`config.mk`:
```
export PLATFORM = sky130hd
export DESIGN_NAME = imem_loader
export DESIGN_NICKNAME = d
export VERILOG_FILES = /design/src/rtl/imem_loader_pkg.sv /design/src/rtl/imem_loader_word_pack.sv /design/src/rtl/imem_loader.sv
export SDC_FILE = /design/constraint.sdc
export NUM_CORES = 1
export LEC_CHECK = 0
export CAP_MARGIN = 10
export CORE_ASPECT_RATIO = 0.75
export CORE_MARGIN = 1
export CORE_UTILIZATION = 51
export CTS_CLUSTER_DIAMETER = 40
export CTS_CLUSTER_SIZE = 28
export DETAILED_ROUTE_END_ITERATION = 16
export PLACE_DENSITY_LB_ADDON = 0.3
export RECOVER_POWER = 100
export SYNTH_ARGS = -nofsm -noshare
export SYNTH_HDL_FRONTEND = slang
export SYNTH_SLANG_ARGS = --single-unit
```
`constraint.sdc`:
```
create_clock -name clk -period 3.9 [get_ports clk]
set_clock_uncertainty 0.15 [all_clocks]
set_input_delay 0.39 -clock clk [delete_from_list [all_inputs] [get_ports clk]]
set_output_delay 0.39 -clock clk [all_outputs]
set_load 0.01 [all_outputs]
```
`src/rtl/imem_loader_pkg.sv`:
```
// imem_loader_pkg: shared types and constants for the instruction-memory boot loader.
//   state_t    : loader controller states
//   IMEM_DEPTH : default number of 32-bit words in instruction memory
//   HDR_LEN    : frame header length in bytes (word count, little-endian)
//   CSUM_LEN   : frame trailer length in bytes (XOR checksum)
//   word2byte  : word index -> word-aligned byte address
package imem_loader_pkg;

    localparam int IMEM_DEPTH = 64;
    localparam int HDR_LEN    = 2;
    localparam int CSUM_LEN   = 1;

    typedef enum logic [2:0] {
        IDLE,
        LEN_LO,
        LEN_HI,
        DATA,
        WRITE,
        CHECK,
        DONE,
        ERR
    } state_t;

    function automatic logic [31:0] word2byte(input logic [29:0] widx);
        return {widx, 2'b00};
    endfunction

endpackage

```
`src/rtl/imem_loader_word_pack.sv`:
```
// imem_word_pack: assembles four stream bytes into a little-endian 32-bit word.
//   clk_i       : clock
//   rst_ni      : asynchronous active-low reset
//   clr_i       : restart assembly at lane 0 (new load)
//   load_i      : accept byte_i into the current lane
//   byte_i      : stream byte
//   word_o      : assembled word (held stable until the next load)
//   word_full_o : the current lane is the last one, so a load now completes the word
module imem_word_pack (
    input  logic        clk_i,
    input  logic        rst_ni,
    input  logic        clr_i,
    input  logic        load_i,
    input  logic [7:0]  byte_i,
    output logic [31:0] word_o,
    output logic        word_full_o
);

    logic [1:0]  byte_cnt_q;
    logic [31:0] word_q;

    always_ff @(posedge clk_i or negedge rst_ni) begin
        if (!rst_ni) begin
            byte_cnt_q <= 2'd0;
            word_q     <= 32'd0;
        end else if (clr_i) begin
            byte_cnt_q <= 2'd0;
            word_q     <= 32'd0;
        end else if (load_i) begin
            word_q[8*byte_cnt_q +: 8] <= byte_i;
            byte_cnt_q                <= byte_cnt_q + 2'd1;
        end
    end

    // Depends only on the counter so the controller can use it without a
    // combinational path back through load_i.
    assign word_full_o = (byte_cnt_q == 2'd3);
    assign word_o      = word_q;

endmodule

```
`src/rtl/imem_loader.sv`:
```
// imem_loader: boot-time writer for a 32-bit word-addressed instruction memory.
// Receives a framed byte stream (LEN_LO, LEN_HI, 4*N payload bytes LSB first,
// XOR checksum) and issues one-cycle write strobes while holding the CPU in reset.
//   clk, reset            : clock, asynchronous active-low reset
//   start                 : begin a load (honoured in IDLE/DONE/ERR)
//   byte_valid/byte_data  : stream input, transfer when byte_ready is also high
//   byte_ready            : loader can accept a byte this cycle
//   we/wa/wd              : memory write strobe, byte address, data
//   cpu_hold/busy         : processor held in reset / load in progress
//   done/error            : sticky load result flags
module imem_loader
    import imem_loader_pkg::*;
#(
    parameter int DEPTH = IMEM_DEPTH,
    parameter int CNT_W = 16
) (
    input  logic        clk,
    input  logic        reset,
    input  logic        start,
    input  logic        byte_valid,
    input  logic [7:0]  byte_data,
    output logic        byte_ready,
    output logic        we,
    output logic [31:0] wa,
    output logic [31:0] wd,
    output logic        cpu_hold,
    output logic        busy,
    output logic        done,
    output logic        error
);

    localparam int IDX_W = (DEPTH > 1) ? $clog2(DEPTH) : 1;

    state_t           state_q, state_d;
    logic [CNT_W-1:0] n_q, n_d;
    logic [IDX_W-1:0] idx_q, idx_d;
    logic [7:0]       csum_q, csum_d;
    logic             we_q, we_d;
    logic             busy_q, busy_d;
    logic             hold_q, hold_d;
    logic             done_q, done_d;
    logic             err_q, err_d;

    logic             accept;
    logic             pack_clr;
    logic             pack_load;
    logic             word_full;
    logic             last_word;
    logic [CNT_W-1:0] n_full;

    assign accept    = byte_valid && byte_ready;
    assign n_full    = CNT_W'({byte_data, n_q[7:0]});
    assign last_word = (CNT_W'(idx_q) == (n_q - 1'b1));

    imem_word_pack u_pack (
        .clk_i       (clk),
        .rst_ni      (reset),
        .clr_i       (pack_clr),
        .load_i      (pack_load),
        .byte_i      (byte_data),
        .word_o      (wd),
        .word_full_o (word_full)
    );

    // State and registered outputs
    always_ff @(posedge clk or negedge reset) begin
        if (!reset) begin
            state_q <= IDLE;
            n_q     <= '0;
            idx_q   <= '0;
            csum_q  <= 8'd0;
            we_q    <= 1'b0;
            busy_q  <= 1'b0;
            hold_q  <= 1'b0;
            done_q  <= 1'b0;
            err_q   <= 1'b0;
        end else begin
            state_q <= state_d;
            n_q     <= n_d;
            idx_q   <= idx_d;
            csum_q  <= csum_d;
            we_q    <= we_d;
            busy_q  <= busy_d;
            hold_q  <= hold_d;
            done_q  <= done_d;
            err_q   <= err_d;
        end
    end

    // Next-state and datapath updates
    always_comb begin
        state_d   = state_q;
        n_d       = n_q;
        idx_d     = idx_q;
        csum_d    = csum_q;
        pack_clr  = 1'b0;
        pack_load = 1'b0;
        case (state_q)
            IDLE, DONE, ERR: begin
                if (start) begin
                    state_d  = LEN_LO;
                    n_d      = '0;
                    idx_d    = '0;
                    csum_d   = 8'd0;
                    pack_clr = 1'b1;
                end
            end
            LEN_LO: begin
                if (accept) begin
                    n_d     = CNT_W'(byte_data);
                    state_d = LEN_HI;
                end
            end
            LEN_HI: begin
                if (accept) begin
                    n_d = n_full;
                    if (n_full > CNT_W'(DEPTH)) begin
                        state_d = ERR;
                    end else if (n_full == '0) begin
                        state_d = CHECK;
                    end else begin
                        state_d = DATA;
                    end
                end
            end
            DATA: begin
                if (accept) begin
                    pack_load = 1'b1;
                    csum_d    = csum_q ^ byte_data;
                    if (word_full) begin
                        state_d = WRITE;
                    end
                end
            end
            WRITE: begin
                if (last_word) begin
                    state_d = CHECK;
                end else begin
                    idx_d   = idx_q + 1'b1;
                    state_d = DATA;
                end
            end
            CHECK: begin
                if (accept) begin
                    state_d = (byte_data == csum_q) ? DONE : ERR;
                end
            end
            default: state_d = IDLE;
        endcase
    end

    // Outputs: byte_ready decodes the current state, the rest are computed
    // from the next state so the registered copies line up with the state.
    always_comb begin
        byte_ready = (state_q == LEN_LO) || (state_q == LEN_HI) ||
                     (state_q == DATA)   || (state_q == CHECK);
        we_d       = (state_d == WRITE);
        busy_d     = (state_d == LEN_LO) || (state_d == LEN_HI) ||
                     (state_d == DATA)   || (state_d == WRITE)  ||
                     (state_d == CHECK);
        hold_d     = busy_d || (state_d == ERR);
        done_d     = (state_d == DONE);
        err_d      = (state_d == ERR);
    end

    assign we       = we_q;
    assign wa       = word2byte(30'(idx_q));
    assign cpu_hold = hold_q;
    assign busy     = busy_q;
    assign done     = done_q;
    assign error    = err_q;

endmodule

```
==> summary.md <==
| Metric | Value |
|---|---|
| Lkg Pwr | `2.22 nW` |
| WP buf/inv | `2` |
| Final GP Congestion | `0.888` |
| Worst reg-to-reg path cell count | `10` |
| CP Data Required Time | `3970 ps` |
| Routed wire length per instance | `roughly 17 um` |
| Fraction of layout cells with a size suffix above 1 | `0.0751` |
| Worst Setup End Kind | `register` |
| CTS tree | `yes` |
| Crit path max-delay family | `simple AND/OR/NAND/NOR gates` |
| Detailed Place HPWL | `between 6000 and 7000 um` |
| CP Launch Type | `register` |
| CORE AREA | `0.00699 mm^2` |
| Synth warn | `0` |
| RSZ-0062 raised after global routing | `false` |
| Post-synth EDFFs | `0` |
| Sequential area share after synthesis | `0.474` |
| Area growth syn-to-layout | `21.2%` |
| Max-slew violation count | `41` |
| Syn Inst Count | `between 300 and 400` |
| Max Clock Freq | `304 MHz` |
| Placed Cells | `approximately 540` |
| Post-Layout Cell Count | `~550` |
| Number of global-route vias before repair | `~2900` |
| N_diodes | `0` |
| Number of buffers created by CTS | `9` |
| Row Count | `26` |
| PortBufs | `55` |
| Cell taking the most area after synthesis | `dfrtp_1` |
| Filler cell count | `557` |
| Synth Register Bits | `between 70 and 80` |
| Io pins | `82` |
| CTS clk-pin slew, worst paths | `70 ps` |
| Finished Core Util | `0.659` |
| Synth top area cells | `dfrtp_1 (47%), a22o_1 (7.6%), nand2_1 (6.2%)` |
| Power Dens Cells | `just over 700 mW/mm^2` |
| Hold path start | `u_pack.word_o[23]` |
| Initial Utilization | `0.544` |
| # DRC | `0` |
| FF-to-FF End | `state_q[1]` |
| Largest net degree at the start of global routing | `between 40 and 50` |
| Dominant synthesized flop cell | `dfrtp_1` |
| # nets final | `roughly 470` |
| Die Y | `roughly 77 um` |
| DR vias | `between 3000 and 4000` |
| DRT antenna net count | `0` |
| Mean post-synth cell area | `9.72 um^2` |
| # Post-CTS Setup Buffers | `0` |
| CP Data Arrival Time | `around 3400 ps` |
| Setup slack, reg-to-reg | `~600 ps` |
| Drt pass-1 iters | `5` |
| GR Overflow Total | `0` |
| Clock root buffer | `clkbuf_8` |
| Final Hold Vio Count | `0` |
| Worst vdd ir | `~380 uV` |
| Post-cts sizing count | `0` |
| Status | `finished with violations` |
| First-pass GRT wire length | `14900 um` |
| Dpl cell area | `roughly 0.0044 mm^2` |
| 1st-iter DRT viols | `~160` |
| Min-Delay Path Class | `register to register` |
| Count of cell types in the netlist | `56` |
| Antenna violations before repair | `0` |
| CTS max path bufs | `2` |
| CP Class | `register to register` |
| Fin crit period | `about 3300 ps` |
| Clock latency on the worst-skew pair | `340 ps` |
| Most common cell after layout, fill and taps aside | `dfrtp_1` |
| Most frequent cells in the layout | `dfrtp_1 (72), nand2_1 (63), dlygate4sd3_1 (44)` |
| H-tree depth | `3` |
| Final Cycle Share | `0.842` |
| Crit path cell chain | `inv_1 > ha_1 > or3b_2 > nor4b_1 > o211a_1 > o211ai_1 > nor4b_4 > clkbuf_1 > nor3_1 > or3_1` |
| Share of the synthesized area in the top cell type | `0.474` |
| Violated checks | `max-capacitance violations, max-slew violations` |
| Synthesized area | `roughly 0.0038 mm^2` |
| Async set or reset register ratio after synthesis | `1.00` |
| DR vias/cell | `between 5 and 6` |
| Worst slew margin relative to its limit | `-0.387` |
| Max incr delay on CP | `between 500 and 600 ps` |
| Max-cap check violation count | `1` |
| Die W | `~100 um` |
| Hold Slack | `350 ps` |
| Hold-fix buffers at CTS | `0` |
| Setup_tns | `0 ps` |
| CTS Sinks | `72` |
| Routed WL | `slightly above 9000 um` |
| Hold depth | `1` |
| Setup violations, final | `0` |
| Reg2reg start | `n_q[0]` |
| Crit-path max FO | `10` |
| Full die area | `approximately 0.008 mm^2` |
| Pin slew with the least headroom to its limit | `about 2100 ps` |
| Design Area, Final | `between 0.004 and 0.005 mm^2` |
| Worst path slowest cell | `or3b_2` |
| Tot GR Track Use | `0.254` |
| Hold endpoint | `u_pack.word_o[23]` |
## metrics by stage
step	power (mW)	worst slack, ps
after global placement	2.51	967
final	3.26	616
after CTS	3.31	895
after floorplan	2.13	958
after global routing	3.48	467
after detailed placement	2.56	923
## how the worst max path moves through the flow
| stage | from | to | slack [ps] | cells after the start |
|---|---|---|---|---|
| global route | n_q[0] | state_q[1] | 470 | 10 |
| global placement | n_q[0] | state_q[1] | 970 | 10 |
| finish | n_q[0] | state_q[1] | 620 | 10 |
| detailed placement | n_q[0] | state_q[1] | 920 | 10 |
| CTS | n_q[0] | state_q[1] | 900 | 10 |
| floorplan | n_q[0] | state_q[1] | 960 | 10 |
## registers in the layout, summed over array words and instances, names as in the netlist
name,count
u_pack.word_o,32
n_q,16
csum_q,8
idx_q,6
state_q,3
u_pack.byte_cnt_q,2
busy,1
cpu_hold,1
done,1
error,1
we,1
## final cells by class
class / instances / area [um^2] / area share
clock buffers: 11 / 151 / 0.0329
clock inverters: 5 / 103 / 0.0223
inverters: 8 / 30.0 / 0.00652
multi-input cells: 288 / 1770 / 0.383
flip-flops and latches: 72 / 1800 / 0.391
well taps: 98 / 123 / 0.0266
repair buffers: 69 / 632 / 0.137
## power by group
part | leakage [nW] | switching [mW] | total [mW] | internal (mW)
sequential | 0.974 | 0.215 | 1.14 | 0.928
clock | 0.126 | 0.273 | 0.732 | 0.459
combinational | 1.12 | 0.806 | 1.39 | 0.581
total | 2.22 | 1.29 | 3.26 | 1.97
## cell families after synthesis
group / Yosys count / share of synthesized area
compound gates: 102 / 0.188
xor+xnor: 16 / 0.0369
fa+ha+maj: 6 / 0.0197
buf+inv: 56 / 0.0833
flops: 72 / 0.474
mux: 2 / 0.00527
other cells: 1 / 0.000986
simple gates: 136 / 0.192
## routing by layer
metal / vias up / global-route usage / wire length, um
met2: 109 / 0.374 / 4320
li1: 1459 / - / -
met4: 0 / 0.0565 / 59
met3: 6 / 0.0729 / 566
met1: 1521 / 0.369 / 4330
met5: - / 0 / 0
## Yosys cell counts, drive strengths merged, types with 5 or more instances
cell	instances
dfrtp	72
xor2	11
xnor2	5
nand2	63
nand4	5
buf	32
ha	6
nor3	6
a22o	33
nor4	6
o31ai	5
a21oi	11
clkbuf	16
inv	8
nand3b	8
nor2	17
o21ai	32
(Power assumes the default switching activity.)
